## src/rtl/wb_master_bridge.sv

```systemverilog
// wb_master_bridge: Wishbone classic single-transfer master.
// Turns a valid/ready command stream into one Wishbone read or write cycle
// per command and returns one response beat carrying read data or a timeout
// error. Only one bus transaction is outstanding at any time.
//
// Ports:
//   clk_i, rst_i           clock, synchronous active-low reset
//   cmd_valid_i/ready_o    command handshake (ready is the only comb output)
//   cmd_we_i/adr_i/dat_i   command payload
//   rsp_valid_o/ready_i    response handshake
//   rsp_dat_o, rsp_err_o   response payload (data is 0 for writes/errors)
//   cyc_o, stb_o, we_o     Wishbone control
//   adr_o, dat_o, dat_i    Wishbone address / write data / read data
//   ack_i                  Wishbone acknowledge

`ifndef ADDR_WIDTH
`define ADDR_WIDTH 8
`endif
`ifndef DATA_WIDTH
`define DATA_WIDTH 8
`endif

module wb_master_bridge #(
    parameter int unsigned ADDR_WIDTH = `ADDR_WIDTH,
    parameter int unsigned DATA_WIDTH = `DATA_WIDTH,
    parameter int unsigned TIMEOUT    = 16          // must be >= 4
) (
    input  logic                  clk_i,
    input  logic                  rst_i,
    input  logic                  cmd_valid_i,
    output logic                  cmd_ready_o,
    input  logic                  cmd_we_i,
    input  logic [ADDR_WIDTH-1:0] cmd_adr_i,
    input  logic [DATA_WIDTH-1:0] cmd_dat_i,
    output logic                  rsp_valid_o,
    input  logic                  rsp_ready_i,
    output logic [DATA_WIDTH-1:0] rsp_dat_o,
    output logic                  rsp_err_o,
    output logic                  cyc_o,
    output logic                  stb_o,
    output logic                  we_o,
    output logic [ADDR_WIDTH-1:0] adr_o,
    output logic [DATA_WIDTH-1:0] dat_o,
    input  logic [DATA_WIDTH-1:0] dat_i,
    input  logic                  ack_i
);

    localparam int unsigned CNT_W = (TIMEOUT > 2) ? $clog2(TIMEOUT) : 1;

    typedef enum logic [1:0] {
        ST_IDLE    = 2'd0,
        ST_REQUEST = 2'd1,
        ST_RESPOND = 2'd2
    } state_t;

    state_t                state_q,     state_nxt;
    logic [CNT_W-1:0]      cnt_q,       cnt_nxt;
    logic                  cyc_q,       cyc_nxt;
    logic                  stb_q,       stb_nxt;
    logic                  we_q,        we_nxt;
    logic [ADDR_WIDTH-1:0] adr_q,       adr_nxt;
    logic [DATA_WIDTH-1:0] dat_q,       dat_nxt;
    logic                  rsp_valid_q, rsp_valid_nxt;
    logic [DATA_WIDTH-1:0] rsp_dat_q,   rsp_dat_nxt;
    logic                  rsp_err_q,   rsp_err_nxt;

    // Ready decodes state and reset so nothing is accepted while in reset.
    assign cmd_ready_o = rst_i && (state_q == ST_IDLE);

    assign cyc_o       = cyc_q;
    assign stb_o       = stb_q;
    assign we_o        = we_q;
    assign adr_o       = adr_q;
    assign dat_o       = dat_q;
    assign rsp_valid_o = rsp_valid_q;
    assign rsp_dat_o   = rsp_dat_q;
    assign rsp_err_o   = rsp_err_q;

    // State and output registers.
    always_ff @(posedge clk_i) begin
        if (!rst_i) begin
            state_q     <= ST_IDLE;
            cnt_q       <= '0;
            cyc_q       <= 1'b0;
            stb_q       <= 1'b0;
            we_q        <= 1'b0;
            adr_q       <= '0;
            dat_q       <= '0;
            rsp_valid_q <= 1'b0;
            rsp_dat_q   <= '0;
            rsp_err_q   <= 1'b0;
        end else begin
            state_q     <= state_nxt;
            cnt_q       <= cnt_nxt;
            cyc_q       <= cyc_nxt;
            stb_q       <= stb_nxt;
            we_q        <= we_nxt;
            adr_q       <= adr_nxt;
            dat_q       <= dat_nxt;
            rsp_valid_q <= rsp_valid_nxt;
            rsp_dat_q   <= rsp_dat_nxt;
            rsp_err_q   <= rsp_err_nxt;
        end
    end

    // Next-state and next-output logic; everything holds by default.
    always_comb begin
        state_nxt     = state_q;
        cnt_nxt       = cnt_q;
        cyc_nxt       = cyc_q;
        stb_nxt       = stb_q;
        we_nxt        = we_q;
        adr_nxt       = adr_q;
        dat_nxt       = dat_q;
        rsp_valid_nxt = rsp_valid_q;
        rsp_dat_nxt   = rsp_dat_q;
        rsp_err_nxt   = rsp_err_q;

        unique case (state_q)
            ST_IDLE: begin
                if (cmd_valid_i) begin
                    we_nxt    = cmd_we_i;
                    adr_nxt   = cmd_adr_i;
                    dat_nxt   = cmd_dat_i;
                    cyc_nxt   = 1'b1;
                    stb_nxt   = 1'b1;
                    cnt_nxt   = '0;
                    state_nxt = ST_REQUEST;
                end
            end

            ST_REQUEST: begin
                // Ack takes priority over a coincident timeout.
                if (ack_i) begin
                    rsp_dat_nxt   = we_q ? '0 : dat_i;
                    rsp_err_nxt   = 1'b0;
                    cyc_nxt       = 1'b0;
                    stb_nxt       = 1'b0;
                    rsp_valid_nxt = 1'b1;
                    state_nxt     = ST_RESPOND;
                end else if (cnt_q == CNT_W'(TIMEOUT - 1)) begin
                    rsp_dat_nxt   = '0;
                    rsp_err_nxt   = 1'b1;
                    cyc_nxt       = 1'b0;
                    stb_nxt       = 1'b0;
                    rsp_valid_nxt = 1'b1;
                    state_nxt     = ST_RESPOND;
                end else begin
                    cnt_nxt = cnt_q + CNT_W'(1);
                end
            end

            ST_RESPOND: begin
                // RESPOND plus the following IDLE cycle keep stb low >= 2 cycles.
                if (rsp_ready_i) begin
                    rsp_valid_nxt = 1'b0;
                    state_nxt     = ST_IDLE;
                end
            end

            default: begin
                state_nxt = ST_IDLE;
            end
        endcase
    end

endmodule

```

## config.mk

```make
export PLATFORM = sky130hd
export DESIGN_NAME = wb_master_bridge
export DESIGN_NICKNAME = d
export VERILOG_FILES = /design/src/rtl/wb_master_bridge.sv
export SDC_FILE = /design/constraint.sdc
export NUM_CORES = 1
export LEC_CHECK = 0
export ABC_AREA = 0
export CAP_MARGIN = 20
export CELL_PAD_IN_SITES_DETAIL_PLACEMENT = 1
export CELL_PAD_IN_SITES_GLOBAL_PLACEMENT = 1
export CORE_MARGIN = 4
export CORE_UTILIZATION = 32
export DETAILED_ROUTE_END_ITERATION = 10
export MAX_ROUTING_LAYER = met4
export PLACE_DENSITY = 0.91
export SLEW_MARGIN = 20
export SYNTH_ARGS = -nofsm -noshare
export SYNTH_HDL_FRONTEND = slang
export SYNTH_SLANG_ARGS = --single-unit
```

## constraint.sdc

```tcl
create_clock -name clk_i -period 3.6 [get_ports clk_i]
set_input_delay 0.36 -clock clk_i [delete_from_list [all_inputs] [get_ports clk_i]]
set_output_delay 0.36 -clock clk_i [all_outputs]
set_load 0.05 [all_outputs]
```

==> results_dict.tcl <==
set metrics [dict create \
    status "completed" \
    die_h_um 73.4 \
    grt_use_met3_pct 6.57 \
    fin_crit_sh_pct 68.6 \
    initial_utilization_pct 33.7 \
    start_kind "input pin" \
    cts-buffers-inserted 5 \
    leakagePower_uw 0.000754 \
    overflow 0 \
    die_area_um2 5390 \
    area_growth_pct 50.9 \
    cp_num_cells 4 \
    port_buffers 59 \
    cap_violations 0 \
    drive_gt1_share_pct 6.16 \
    stdcell_area_um2 2070 \
    fin_skew_ns 0.00977 \
    holdCritPathClass "reg2reg" \
    setup_viol 0 \
    worstPathCellList "clkdlybuf4s50_1 > inv_1 > nor3_1 > clkdlybuf4s50_1" \
    viasPerCell 4.99 \
    power.internal_uw 680 \
    comb_power_share_pct 21.1 \
    avgSynthCellArea_um2 8.89 \
    synth-seq-area-share_pct 49.7 \
    layout_commonest_cell "clkdlybuf4s50_1" \
    root_buffer "clkbuf_8" \
    ys_warn_count 0 \
    ys_ff_latch 34 \
    slew_headroom_pct 47.2 \
    grtUsageTotal_pct 16.4 \
    cts-htree-levels 2 \
    worst_slew_pin_slew_ns 0.792 \
    fmax_mhz 405 \
    r2r_cells 4 \
    grt_max_degree 23 \
    dr_total_vias 1302 \
    r2r-start "cnt_q[0]" \
    grt_pass1_wl_mm 6.55 \
    antenna_found_initial 0 \
    routabilityCongestion 0.777 \
    p_switching_uw 277 \
    crit_slowest_cell "clkdlybuf4s50_1" \
    finalWirelength_mm 3.87 \
    clkLatencyLatePin_ns 0.29 \
    syn_area_um2 1370 \
    hold_violations 0 \
    antenna_left 0 \
    cp.required_ns 3.24 \
    critPathKind "in2out" \
    timing.hold.ws_ns 0.455 \
    dpl_cell_area_um2 1960 \
    syn-instance-count 154 \
    reg2reg_to "rsp_dat_o[4]" \
    cts_tree "built" \
    slowest_delay_ns 0.84 \
    critPathMostFrequentCell "clkdlybuf4s50_1" \
    io_pins 60 \
    ys_types 31 \
    p_sw_share_pct 28.9 \
    hpwl_mm 2.73 \
    p_seq_share_pct 42.9 \
    met1_usage_pct 19.3 \
    endpoint_kind "output port" \
    die_w_um 73.4 \
    min_period_ns 2.47 \
    syn_nets 185 \
    n_antenna_cell 0 \
    critical_path.startpoint "rst_i" \
    crit_path_max_fanout 8 \
    core-area_um2 4060 \
    ir_drop_mv 0.268 \
    hold_buffers 0 \
    use_met2_pct 25.7 \
    cp.buffers_inverters 3 \
    clkTransAtPathRegs_ns 0.06 \
    critPathArrivalTime_ns 2.11 \
    clkSinkCount 34 \
    fin_tns_setup_ns 0 \
    drc_errors 0 \
    slew_viol_final 0 \
    post_cts.resized_instances 0 \
    wire_per_inst_um 14.8 \
    grt.busiest_layer "met2" \
    r2r_setup_slack_ns 1.92 \
    drt-initial-drc-count 53 \
    placement_rows 23 \
    grt_pass1_vias 1368 \
    drtPass1Iterations 4 \
    cp-endpoint "cmd_ready_o" \
    clockPowerShare_pct 35.9 \
    rsz0062_at_grt "no" \
    cp_top_family "buffers and inverters" \
    post_cts.repair.setup_buffers 0 \
    power.density_nw_per_um2 463 \
    final_cell_mix "59 x clkdlybuf4s50_1, 37 x nand2_1, 34 x dfxtp_1" \
    clockBufferDepth 2 \
    nNetsFinal 241 \
]
-- cell usage after synthesis, drive strengths merged --
cell	instances	area [µm²]
mux2i	1	10.0
o21a	3	22.5
nand2	37	139
a41oi	3	26.3
a31oi	4	40.0
or2b	1	7.51
o21ai	4	20.0
or3b	1	8.76
o32ai	1	8.76
a21oi	21	105
nand2b	3	18.8
o211ai	1	7.51
nor2	6	22.5
a211oi	1	7.51
clkbuf	4	16.3
a22o	8	70.1
nand3	1	5.00
nor3b	1	18.8
a311oi	1	8.76
buf	7	56.3
nor3	3	20.0
inv	5	18.8
nor2b	1	8.76
ha	1	12.5
dfxtp	34	681
a211o	1	8.76
-- power groups by stage --
stage,registers [µW],logic [µW],clock network [µW]
6_report,411,202,344
5_1_grt,414,217,371
4_1_cts,411,205,351
3_5_place_dp,419,203,0
3_3_place_gp,418,200,0
2_1_floorplan,475,67.8,0
-- sequential cells by signal, summed over array words and instances, names as in the netlist --
signal / cells
rsp_dat_o: 8
adr_o: 8
we_o: 1
cnt_q: 4
rsp_valid_o: 1
state_q: 2
rsp_err_o: 1
stb_o: 1
dat_o: 8
-- kinds of logic after synthesis --
group                    count (synthesis)  share of synthesized area (%)
multiplexers                             1                          0.731
flip-flops                              34                           49.7
AO/OA/AOI/OAI                           48                           23.8
AND/OR/NAND/NOR                         54                           18.2
adder cells (fa/ha/maj)                  1                          0.914
buffers and inverters                   16                           6.67
-- metal layers --
metal	share of wire (%)	up-vias	wire length, µm
li1	-	641	-
met1	44	609	1700
met2	47	48	1830
met3	8.1	4	315
met4	0.62	0	24
met5	0	-	0
-- cell type report --
cell class	count	area, µm²
well taps	50	62.6
fillers	473	1990
inverters	5	18.8
multi-input cells	104	597
repair buffers	60	598
clock buffers	5	68.8
flip-flops and latches	34	681
clock inverters	3	40.0
-- through the flow --
step / setup WS [ns] / util, % / total power, µW / instances
3_3_place_gp: 1.23 / 48.2 / 619 / 253
5_1_grt: 0.993 / 50.9 / 1000 / 261
6_report: 1.13 / 50.9 / 956 / 261
2_1_floorplan: 1.50 / - / 543 / 154
3_5_place_dp: 1.09 / 48.2 / 623 / 253
4_1_cts: 1.09 / 50.9 / 967 / 261
-- tightest hold or removal path, stage by stage, from the launching register on --
cell     delay, ns
dfxtp_1       0.31
nand2_1       0.05
a21oi_1       0.05
-- worst min path at each step --
stage | start | to | slack, ns | cells past startpoint
floorplan | ack_i | rsp_err_o | 0.46 | 1
global placement | adr_o[1] | adr_o[1] | 0.44 | 2
detailed placement | dat_o[1] | dat_o[1] | 0.45 | 2
CTS | dat_o[1] | dat_o[1] | 0.46 | 2
global route | adr_o[1] | adr_o[1] | 0.49 | 2
finish | dat_o[1] | dat_o[1] | 0.45 | 2
Power figures use the tool's default switching activity.
